===== src/rtl/per_out_fifo_if.sv =====
// Bus bundle for per_out_fifo: openMSP430 peripheral access plus the
// valid/ready output stream and the sticky done flag.
//   per_en/per_we/per_addr/per_din : CPU peripheral write/read request
//   per_dout                       : combinational read data (0 when not selected)
//   out_valid/out_data/out_ready   : FIFO head stream toward the consumer
//   done                           : a 0x0000 word has been popped
// Modport master is the CPU/consumer side, slave is the FIFO.
interface per_out_fifo_if;
  logic        per_en;
  logic [1:0]  per_we;
  logic [13:0] per_addr;
  logic [15:0] per_din;
  logic [15:0] per_dout;
  logic        out_valid;
  logic [15:0] out_data;
  logic        out_ready;
  logic        done;

  modport master (
    output per_en, per_we, per_addr, per_din, out_ready,
    input  per_dout, out_valid, out_data, done
  );

  modport slave (
    input  per_en, per_we, per_addr, per_din, out_ready,
    output per_dout, out_valid, out_data, done
  );
endinterface


===== src/rtl/per_out_fifo.sv =====
// Program-output port: CPU word writes to DATA are queued in a FIFO and
// drained over a valid/ready stream. STATUS and CTRL allow software polling.
// Register block (word offsets from BASE_ADDR):
//   0 DATA   : write pushes, read returns head (no pop), 0 when empty
//   1 STATUS : [0] empty [1] full [2] overflow [3] done [15:8] level
//   2 CTRL   : write bit0 clears overflow/done, bit1 flushes; reads 0
//   3 reserved
// Ports:
//   mclk    : system clock
//   puc_rst : synchronous active-high reset
//   bus     : per_out_fifo_if.slave (peripheral bus + output stream + done)
module per_out_fifo #(
  parameter logic [13:0] BASE_ADDR  = 14'h0080,
  parameter int          DEPTH_LOG2 = 4
) (
  input  logic          mclk,
  input  logic          puc_rst,
  per_out_fifo_if.slave bus
);

  localparam int                DEPTH    = 1 << DEPTH_LOG2;
  localparam int                LW       = DEPTH_LOG2 + 1;
  localparam logic [LW-1:0]     FULL_LVL = LW'(1) << DEPTH_LOG2;

  logic [15:0]           mem [DEPTH];
  logic [DEPTH_LOG2-1:0] wr_ptr;
  logic [DEPTH_LOG2-1:0] rd_ptr;
  logic [LW-1:0]         level;
  logic                  overflow;
  logic                  done_q;

  logic        sel;
  logic [1:0]  idx;
  logic        wr_any;
  logic        push_req;
  logic        ctrl_wr;
  logic        flush;
  logic        clr;
  logic        empty;
  logic        full;
  logic        pop;
  logic        push;
  logic        ovf_set;
  logic        done_set;
  logic [15:0] head;
  logic [15:0] push_word;
  logic [15:0] status;

  assign sel      = bus.per_en && (bus.per_addr[13:2] == BASE_ADDR[13:2]);
  assign idx      = bus.per_addr[1:0];
  assign wr_any   = |bus.per_we;
  assign push_req = sel && wr_any && (idx == 2'd0);
  assign ctrl_wr  = sel && wr_any && (idx == 2'd2);
  assign flush    = ctrl_wr && bus.per_din[1];
  assign clr      = ctrl_wr && bus.per_din[0];

  assign empty = (level == '0);
  assign full  = (level == FULL_LVL);
  assign head  = empty ? 16'h0000 : mem[rd_ptr];

  // Flush suppresses any pop in the same cycle.
  assign pop      = !empty && bus.out_ready && !flush;
  // A push into a full FIFO still lands if the head leaves in the same cycle.
  assign push     = push_req && (!full || pop);
  assign ovf_set  = push_req && full && !pop;
  assign done_set = pop && (head == 16'h0000);

  assign push_word = {bus.per_we[1] ? bus.per_din[15:8] : 8'h00,
                      bus.per_we[0] ? bus.per_din[7:0]  : 8'h00};

  assign status = {8'(level), 4'b0000, done_q, overflow, full, empty};

  always_comb begin
    bus.per_dout = 16'h0000;
    if (sel && !wr_any) begin
      case (idx)
        2'd0:    bus.per_dout = head;
        2'd1:    bus.per_dout = status;
        default: bus.per_dout = 16'h0000;
      endcase
    end
  end

  assign bus.out_valid = !empty;
  assign bus.out_data  = head;
  assign bus.done      = done_q;

  always_ff @(posedge mclk) begin
    if (puc_rst) begin
      wr_ptr   <= '0;
      rd_ptr   <= '0;
      level    <= '0;
      overflow <= 1'b0;
      done_q   <= 1'b0;
    end else begin
      if (flush) begin
        wr_ptr <= '0;
        rd_ptr <= '0;
        level  <= '0;
      end else begin
        if (push) wr_ptr <= wr_ptr + 1'b1;
        if (pop)  rd_ptr <= rd_ptr + 1'b1;
        level <= level + {{DEPTH_LOG2{1'b0}}, push} - {{DEPTH_LOG2{1'b0}}, pop};
      end
      // Set beats clear when both land in the same cycle.
      if (ovf_set)  overflow <= 1'b1;
      else if (clr) overflow <= 1'b0;
      if (done_set) done_q <= 1'b1;
      else if (clr) done_q <= 1'b0;
    end
  end

  // Storage is not reset; contents are never visible while empty.
  always_ff @(posedge mclk) begin
    if (!puc_rst && push) mem[wr_ptr] <= push_word;
  end

endmodule


===== src/flat_wrapper.sv =====
// flat-port wrapper written by rule: the top's interface ports become plain ports
module per_out_fifo_flat 
#(
  parameter logic [13:0] BASE_ADDR  = 14'h0080,
  parameter int          DEPTH_LOG2 = 4
)
  (mclk, puc_rst, bus_per_en, bus_per_we, bus_per_addr, bus_per_din, bus_out_ready, bus_per_dout, bus_out_valid, bus_out_data, bus_done);
  per_out_fifo_if bus_i ();
  input  logic mclk;
  input  logic puc_rst;
  input wire logic [$bits(bus_i.per_en)-1:0] bus_per_en;
  input wire logic [$bits(bus_i.per_we)-1:0] bus_per_we;
  input wire logic [$bits(bus_i.per_addr)-1:0] bus_per_addr;
  input wire logic [$bits(bus_i.per_din)-1:0] bus_per_din;
  input wire logic [$bits(bus_i.out_ready)-1:0] bus_out_ready;
  output wire logic [$bits(bus_i.per_dout)-1:0] bus_per_dout;
  output wire logic [$bits(bus_i.out_valid)-1:0] bus_out_valid;
  output wire logic [$bits(bus_i.out_data)-1:0] bus_out_data;
  output wire logic [$bits(bus_i.done)-1:0] bus_done;
  assign bus_i.per_en = bus_per_en;
  assign bus_i.per_we = bus_per_we;
  assign bus_i.per_addr = bus_per_addr;
  assign bus_i.per_din = bus_per_din;
  assign bus_i.out_ready = bus_out_ready;
  assign bus_per_dout = bus_i.per_dout;
  assign bus_out_valid = bus_i.out_valid;
  assign bus_out_data = bus_i.out_data;
  assign bus_done = bus_i.done;
  per_out_fifo #(.BASE_ADDR(BASE_ADDR), .DEPTH_LOG2(DEPTH_LOG2)) u_core (.mclk(mclk), .puc_rst(puc_rst), .bus(bus_i));
endmodule

===== config.mk =====
export PLATFORM = sky130hd
export DESIGN_NAME = per_out_fifo_flat
export DESIGN_NICKNAME = d
export VERILOG_FILES = /design/src/rtl/per_out_fifo_if.sv /design/src/rtl/per_out_fifo.sv /design/src/flat_wrapper.sv
export SDC_FILE = /design/constraint.sdc
export NUM_CORES = 1
export LEC_CHECK = 0
export ABC_AREA = 1
export CAP_MARGIN = 20
export CORE_MARGIN = 2
export CORE_UTILIZATION = 54
export DETAILED_ROUTE_END_ITERATION = 12
export GPL_TIMING_DRIVEN = 0
export PLACE_DENSITY = 0.87
export SKIP_LAST_GASP = 1
export SYNTH_ARGS = -nofsm -noshare
export SYNTH_HDL_FRONTEND = slang
export SYNTH_SLANG_ARGS = --single-unit

===== constraint.sdc =====
create_clock -name mclk -period 2.9 [get_ports mclk]
set_input_delay 0.29 -clock mclk [delete_from_list [all_inputs] [get_ports mclk]]
set_output_delay 0.29 -clock mclk [all_outputs]
set_load 0.01 [all_outputs]

==> run summary, run 1 <==
• **outcome** finished, violations left
• **failing checks** setup timing
• **fin. max-slew vios** 0
• **layout-stage area growth over the synthesis result** 22.61%
• **portion of the post-synthesis area used by sequential elements** 68.69%
• **vias in the first global route** 9717
• **static leakage** 5.817 nW
• **final core utilization** 68.07%
• **ant diodes** 0
• **via-per-instance ratio** 6.497
• **clock-pin transition on the worst setup and hold timing paths** 0.06 ns
• **max-capacitance violation count** 0
• **flip-flop cell with the highest count after synthesis** sky130_fd_sc_hd__edfxtp_1
• **vias after detailed routing** 9986
• **number of flops mapped to enable cells by yosys** 256
• **share of final-layout standard cells stronger than drive strength 1** 14.18%
• **nets in the synthesized netlist** 1167
• **Die X-Extent** 151.5 µm
• **final routed wire length divided by cell count** 25.16 µm
• **Power per Cell Area** 827.9 nW/µm²
• **Switching Fraction** 35.87%
• **instance count of the mapped netlist** 1119
• **final critical delay including setup and external delays** 2.995 ns
• **antenna violations before repair** 0
• **critical path arrival** 2.70 ns
• **row cnt** 53
• **total number of nets in the final design** 1292
• **count of buffers from port buffering** 67
• **TritonCTS clock tree** done
• **Max Fanout on Critical Path** 10
• **net switching power figure** 4.277 mW
• **leading cell types in the layout, fill and taps excluded** sky130_fd_sc_hd__nand2_1, sky130_fd_sc_hd__edfxtp_1, sky130_fd_sc_hd__nand3_1, sky130_fd_sc_hd__inv_1, sky130_fd_sc_hd__clkdlybuf4s50_1
• **largest net degree at the start of global routing** 17
• **die area** 22950 µm²
• **CTS Root Buffer Type** sky130_fd_sc_hd__clkbuf_16
• **Tightest Pin Transition** 0.8604 ns
• **maximum buffer depth of the clock tree** 3
• **worst-skew pair later-pin latency** 0.56 ns
• **fmax** 333.9 MHz
• **first-pass GRT wire length** 55920 µm
• **final setup vio count** 4
• **Setup WS post-layout** -0.09464 ns
• **worst-case vdd ir drop** 635.9 µV
• **category of the worst setup path launch point** register
• **clock group share of total power** 27.4%
• **final hold slack** 0.4496 ns
• **number of buffers inserted for hold repair after clock tree synthesis** 0
• **count of unresolved DRC violations after routing** 0
• **overall overflow remaining after global route** 0
• **post-route fraction of the period consumed by the critical path** 103.3%
• **DRT Pass-1 Iters** 7
• **Yosys Warn Count** 0
• **core box area** 21150 µm²
• **P_int** 7.645 mW
• **Iter 0 DRT Violations** 1984
• **unrepaired setup endpoints after global routing** true
• **count of endpoints failing hold in the final timing report** 0
• **I/O Pins** 70
• **required time at the endpoint of the critical path** 2.61 ns
• **number of storage elements in the synthesis netlist** 275
• **number of levels in the clock H-tree** 1
• **number of sinks driven by the clock tree** 275
• **Netlist cell types** 30
• **Post-Route Skew** 0.01390 ns
• **GRT Resource Usage Total** 33.50%
• **pre-CTS worst setup slack** -0.5486 ns
• **Routed Antenna Nets** 0
• **placed wire-length estimate** 23290 µm
• **async set or reset register ratio after synthesis** 0%
• **capturing element type of the critical path** output port
• **starting utilization of the core area** 55.52%
• **worst slew slack as a fraction of its limit** 42.58%
• **overall routed net length** 38670 µm
• **Synth Area per Inst** 10.50 µm²
• **Num CTS Buffers** 27
• **sum of internal, switching and leakage power** 11.92 mW
• **kind of path behind the tightest hold check** in2reg
• **sequential cell fraction of total power** 37.3%
• **Die Height** 151.5 µm
• **Comb pwr share** 35.3%
• **final estimated routing congestion in global placement** 0.8659
• **most frequent standard cell in the layout excluding fill and tap cells** sky130_fd_sc_hd__nand2_1
• **Post-Synthesis Cell Area** 11750 µm²
• **type of the setup path with the least slack** reg2out
==> flip-flops by register name (all words and copies together) (netlist names), named ones only <==
signal           flops
u_core.rd_ptr        4
u_core.bus.done      1
u_core.level         5
u_core.overflow      1
u_core.mem         256
u_core.wr_ptr        4
==> critical path, stage by stage, from the launching register on <==
cell and delay (ns):
sky130_fd_sc_hd__dfxtp_4 0.43, sky130_fd_sc_hd__buf_12 0.17, sky130_fd_sc_hd__buf_6 0.17, sky130_fd_sc_hd__nand2_1 0.09, sky130_fd_sc_hd__nand3_1 0.10, sky130_fd_sc_hd__nand3_1 0.09
sky130_fd_sc_hd__nand2_1 0.10, sky130_fd_sc_hd__nand2_1 0.12, sky130_fd_sc_hd__a21oi_2 0.22, sky130_fd_sc_hd__buf_4 0.13, sky130_fd_sc_hd__clkdlybuf4s50_1 0.52
==> power groups by stage <==
stage          clock network (mW)  registers [mW]  logic [mW]
6_report                     3.27            4.45        4.20
5_1_grt                      3.38            4.45        4.41
4_1_cts                      3.20            4.45        3.75
3_5_place_dp                    0            4.51        3.34
3_3_place_gp                    0            4.51        3.18
2_1_floorplan                   0            4.50        2.00
==> final timing paths <==
| kind | startpoint | to | slack [ns] | cells after the start |
|---|---|---|---|---|
| setup / recovery | register | bus_out_data[0] | -0.09 | 10 |
| hold / removal | puc_rst | u_core.overflow | 0.45 | 2 |
| setup reg to reg | u_core.level[2] | u_core.level[4] | 0.03 | 19 |
| hold reg to reg | u_core.rd_ptr[3] | register | 0.48 | 2 |
==> layer usage <==
layer | global-route usage, % | wire length [µm] | vias to the layer above
met2 | 52.10 | 17240 | 1132
met5 | 0 | 0 | -
met1 | 40.09 | 11830 | 4506
met3 | 11.65 | 6440 | 295
met4 | 21.17 | 3157 | 0
li1 | - | - | 4053
==> cell type report <==
cell class,instances,area (µm²)
sequential,275,8073
inverter,73,285.3
fill,1303,6754
clock buffer,37,723.2
multi-input combinational,718,3338
tap,275,344.1
timing repair buffer,99,1115
clock inverter,10,63.81
buffer,50,457.9
==> per-stage QoR <==
step | std cells | area, µm² | TNS, ns
after floorplan | 1119 | 11750 | 0
after global placement | 1461 | 12760 | -223.45
after detailed placement | 1477 | 13110 | -23.45
after CTS | 1525 | 14210 | -0.1326
after global routing | 1537 | 14400 | -1.483
final | 1537 | 14400 | -0.2694
==> cells in the mapped netlist (2+ instances only) <==
library cell / number / area share (%)
sky130_fd_sc_hd__nand2_2: 2 / 0.11
sky130_fd_sc_hd__o21ai_1: 8 / 0.34
sky130_fd_sc_hd__buf_1: 7 / 0.22
sky130_fd_sc_hd__nor2_1: 54 / 1.7
sky130_fd_sc_hd__ha_1: 11 / 1.2
sky130_fd_sc_hd__nand2_1: 395 / 13
sky130_fd_sc_hd__inv_1: 66 / 2.1
sky130_fd_sc_hd__buf_2: 24 / 1.0
sky130_fd_sc_hd__o21ai_0: 8 / 0.34
sky130_fd_sc_hd__edfxtp_1: 256 / 65
sky130_fd_sc_hd__a21oi_1: 18 / 0.77
sky130_fd_sc_hd__nand3_1: 199 / 8.5
sky130_fd_sc_hd__o22ai_1: 3 / 0.16
sky130_fd_sc_hd__nor2_2: 2 / 0.11
sky130_fd_sc_hd__clkbuf_1: 22 / 0.70
sky130_fd_sc_hd__xor2_1: 2 / 0.15
sky130_fd_sc_hd__inv_2: 6 / 0.19
sky130_fd_sc_hd__dfxtp_1: 19 / 3.2
sky130_fd_sc_hd__nand4_1: 6 / 0.32
==> cell families after synthesis <==
logic type / count (synthesis) / share of synthesized area (%)
AOI/OAI and AO/OA: 40 / 1.801
xor gates and xnor gates: 3 / 0.2238
adders and majority gates: 12 / 1.342
buffers and inverters: 126 / 4.283
DFF: 275 / 68.69
and+or+nand+nor: 663 / 23.66
==> what timing repair did <==
item                       in CTS  in global routing
pin swaps                       4                 15
gates resized for setup       126                 50
buffers inserted                3                 13
setup endpoints to repair      78                 99
Note: power is estimated with default switching activity, not from simulation.
==> inputs of run 2 (changes only) <==
- CORE_UTILIZATION: 54 -> 60
- PLACE_DENSITY: 0.87 -> 0.91
- clock period: 2.9 -> 3.8 ns (I/O delays scaled with it)
==> run summary, run 2 (synthesis gave the netlist of run 1 again) <==
• **Iter 0 DRT Violations** 1687, -15%
• **overall overflow remaining after global route** 0, unchanged
• **number of levels in the clock H-tree** 1, unchanged
• **clock-pin transition on the worst setup and hold timing paths** 0.06 ns, about the same
• **Die X-Extent** 143.9 µm, -5.0%
• **count of buffers from port buffering** 67, unchanged
• **fin. max-slew vios** 0, unchanged
• **max-capacitance violation count** 0, unchanged
• **antenna violations before repair** 0, unchanged
• **required time at the endpoint of the critical path** 3.42 ns, +0.81 ns
• **kind of path behind the tightest hold check** reg2reg
• **CTS Root Buffer Type** sky130_fd_sc_hd__clkbuf_16
• **row cnt** 51, -3.8%
• **count of unresolved DRC violations after routing** 0, unchanged
• **highest-delay cell along the critical path** sky130_fd_sc_hd__clkbuf_1
• **layout-stage area growth over the synthesis result** 18.69%
• **worst slew slack as a fraction of its limit** 47.19%, +4.6 points
• **post-route fraction of the period consumed by the critical path** 101.8%
• **ant diodes** 0, unchanged
• **share of final-layout standard cells stronger than drive strength 1** 8.720%, -5.5 points
• **global routing's busiest layer** met2
• **overall routed net length** 35960 µm, -7.0%
• **worst-case vdd ir drop** 478.8 µV, -25%
• **final setup vio count** 1, -3
• **number of sinks driven by the clock tree** 275, unchanged
• **destination of the worst register-to-register timing path** u_core.level[4]
• **Top reg by flops** u_core.mem
• **met3 Resource Use GR** 9.497%, -2.1 points
• **maximum buffer depth of the clock tree** 3, unchanged
• **Largest register FFs** 256, unchanged
• **die area** 20710 µm², -9.7%
• **final design area excluding fillers** 13940 µm², -3.2%
• **core box area** 19330 µm², -8.6%
• **worst-case reg-to-reg path depth** 19, unchanged
• **GRT met1 Usage** 42.93%, +2.8 points
• **fmax** 258.4 MHz
• **multi-input logic area** 3224 µm², -3.4%
• **Num CTS Buffers** 27, unchanged
• **I/O Pins** 70, unchanged
• **Max Fanout on Critical Path** 10, unchanged
• **Worst R2R Setup Slack** 0.49 ns, +0.46 ns
• **Routed Antenna Nets** 0, unchanged
• **biggest registers after layout** u_core.mem x256, u_core.level x5
• **Post-Route Skew** 0.009282 ns, -0.004614 ns
• **HP Start** u_core.overflow
• **Placement Cell Area** 13130 µm², +0.11%
• **critical path arrival** 3.49 ns, +0.79 ns
• **unrepaired setup endpoints after global routing** true
• **filler cell count in the final layout** 1185, -9.1%
• **count of endpoints failing hold in the final timing report** 0, unchanged
• **vias after detailed routing** 9650, -3.4%
• **reg-to-reg startpoint** u_core.level[3]
• **most frequent standard cell in the layout excluding fill and tap cells** sky130_fd_sc_hd__nand2_1
• **GRT Resource Usage Total** 35.01%, +1.5 points
• **first-pass GRT wire length** 52620 µm, -5.9%
• **type of the setup path with the least slack** reg2out
• **capturing element type of the critical path** output port
• **Power per Cell Area** 617.3 nW/µm², -25%
• **Setup WS post-layout** -0.06942 ns, +0.02522 ns
• **via-per-instance ratio** 6.370, -2.0%
• **post-placement cell count** 1468, -0.61%
• **post-CTS repair timing setup buffer count** 0, -3
• **largest stage delay on the critical path** 0.56 ns, +0.04 ns
• **Die Height** 143.9 µm, -5.0%
• **final routed wire length divided by cell count** 23.73 µm, -5.7%
• **hold endpoint** u_core.overflow
• **starting utilization of the core area** 60.75%, +5.2 points
• **TritonCTS clock tree** done
• **vias in the first global route** 9344, -3.8%
• **static leakage** 5.366 nW, -7.8%
• **DRT Pass-1 Iters** 7, unchanged
• **number of cells traversed by the worst hold path** 2, unchanged
• **cell chain of the critical path** inv_2 -> clkbuf_1 -> nand2_1 -> nand3_1 -> nand3_1 -> nand2_1 -> nand2_1 -> a21oi_1 -> nand2_1 -> a21oi_1 -> clkdlybuf4s50_1
• **GR met2 Demand/Resource** 54.74%, +2.6 points
• **final estimated routing congestion in global placement** 0.9007, +4.0%
• **worst-skew pair later-pin latency** 0.56 ns, about the same
• **Final Non-Filler Cells** 1515, -1.4%
• **register cell area after layout** 8068 µm², about the same
• **largest net degree at the start of global routing** 17, unchanged
• **dominant cell type by count on the critical path** sky130_fd_sc_hd__nand2_1
• **final critical delay including setup and external delays** 3.869 ns
• **failing checks** setup timing
• **category of the worst setup path launch point** register
• **leading cell types in the layout, fill and taps excluded** sky130_fd_sc_hd__nand2_1, sky130_fd_sc_hd__edfxtp_1, sky130_fd_sc_hd__nand3_1, sky130_fd_sc_hd__clkdlybuf4s50_1, sky130_fd_sc_hd__inv_1
• **total number of nets in the final design** 1279, -1.0%
• **Tightest Pin Transition** 0.7913 ns, -0.06909 ns
• **outcome** finished, violations left
• **placed wire-length estimate** 22980 µm, -1.3%
[run 2: critical path: cells and delay by family, from the launching register on]
family	cells	cell delay [ns]
AOI/OAI and AO/OA	2	0.54
DFF	1	0.41
and+or+nand+nor	6	0.63
buffers and inverters	3	1.33
[run 2: cell type report]
cell class              count  share of cell area (%)
clock buffers              34                   5.035
repair buffers             84                   7.217
inverters                  73                   1.966
multi-input cells         718                   23.13
flip-flops and latches    275                   57.88
well taps                 265                   2.379
plain buffers              52                   1.696
clock inverters            14                  0.7001
[run 2: through the flow]
stage / total power [mW] / TNS (ns) / utilization, % / setup WS, ns / hold WS (ns)
finish: 8.606 / -0.06942 / 72.10 / -0.06942 / 0.4816
CTS: 8.454 / 0 / 72.02 / 0.07518 / 0.4763
floorplan: 4.961 / 0 / - / 0.7433 / 0.4393
global route: 8.853 / -0.1213 / 72.10 / -0.07387 / 0.5097
global placement: 5.864 / -37.31 / 65.93 / -1.395 / 0.4543
detailed placement: 5.991 / 0 / 67.88 / 0.3441 / 0.4623
[run 2: where the power goes]
| group | internal (mW) | switching (mW) | total (mW) |
|---|---|---|---|
| logic | 0.866 | 1.87 | 2.74 |
| clock network | 1.37 | 1.11 | 2.48 |
| registers | 3.35 | 0.0409 | 3.39 |
[run 2: what timing repair did]
action | CTS | global route
setup endpoints to repair | 0 | 5
endpoints found under the hold margin | 0 | 0
gates resized for setup | 0 | 17
hold buffers | 0 | 0
[run 2: worst max-delay path by stage]
stage	endpoint	slack [ns]	cells past startpoint
after floorplan	u_core.mem[7][0]	0.74	10
after global placement	u_core.mem[7][5]	-1.40	8
after detailed placement	u_core.level[4]	0.34	19
after CTS	bus_per_dout[8]	0.08	11
after global routing	bus_per_dout[1]	-0.07	12
final	bus_per_dout[0]	-0.07	11
[run 2: per-layer routing]
metal | vias up | wire [µm]
met1 | 4388 | 11290
met2 | 971 | 16170
met3 | 266 | 5546
met5 | - | 0
met4 | 0 | 2954
li1 | 4025 | -
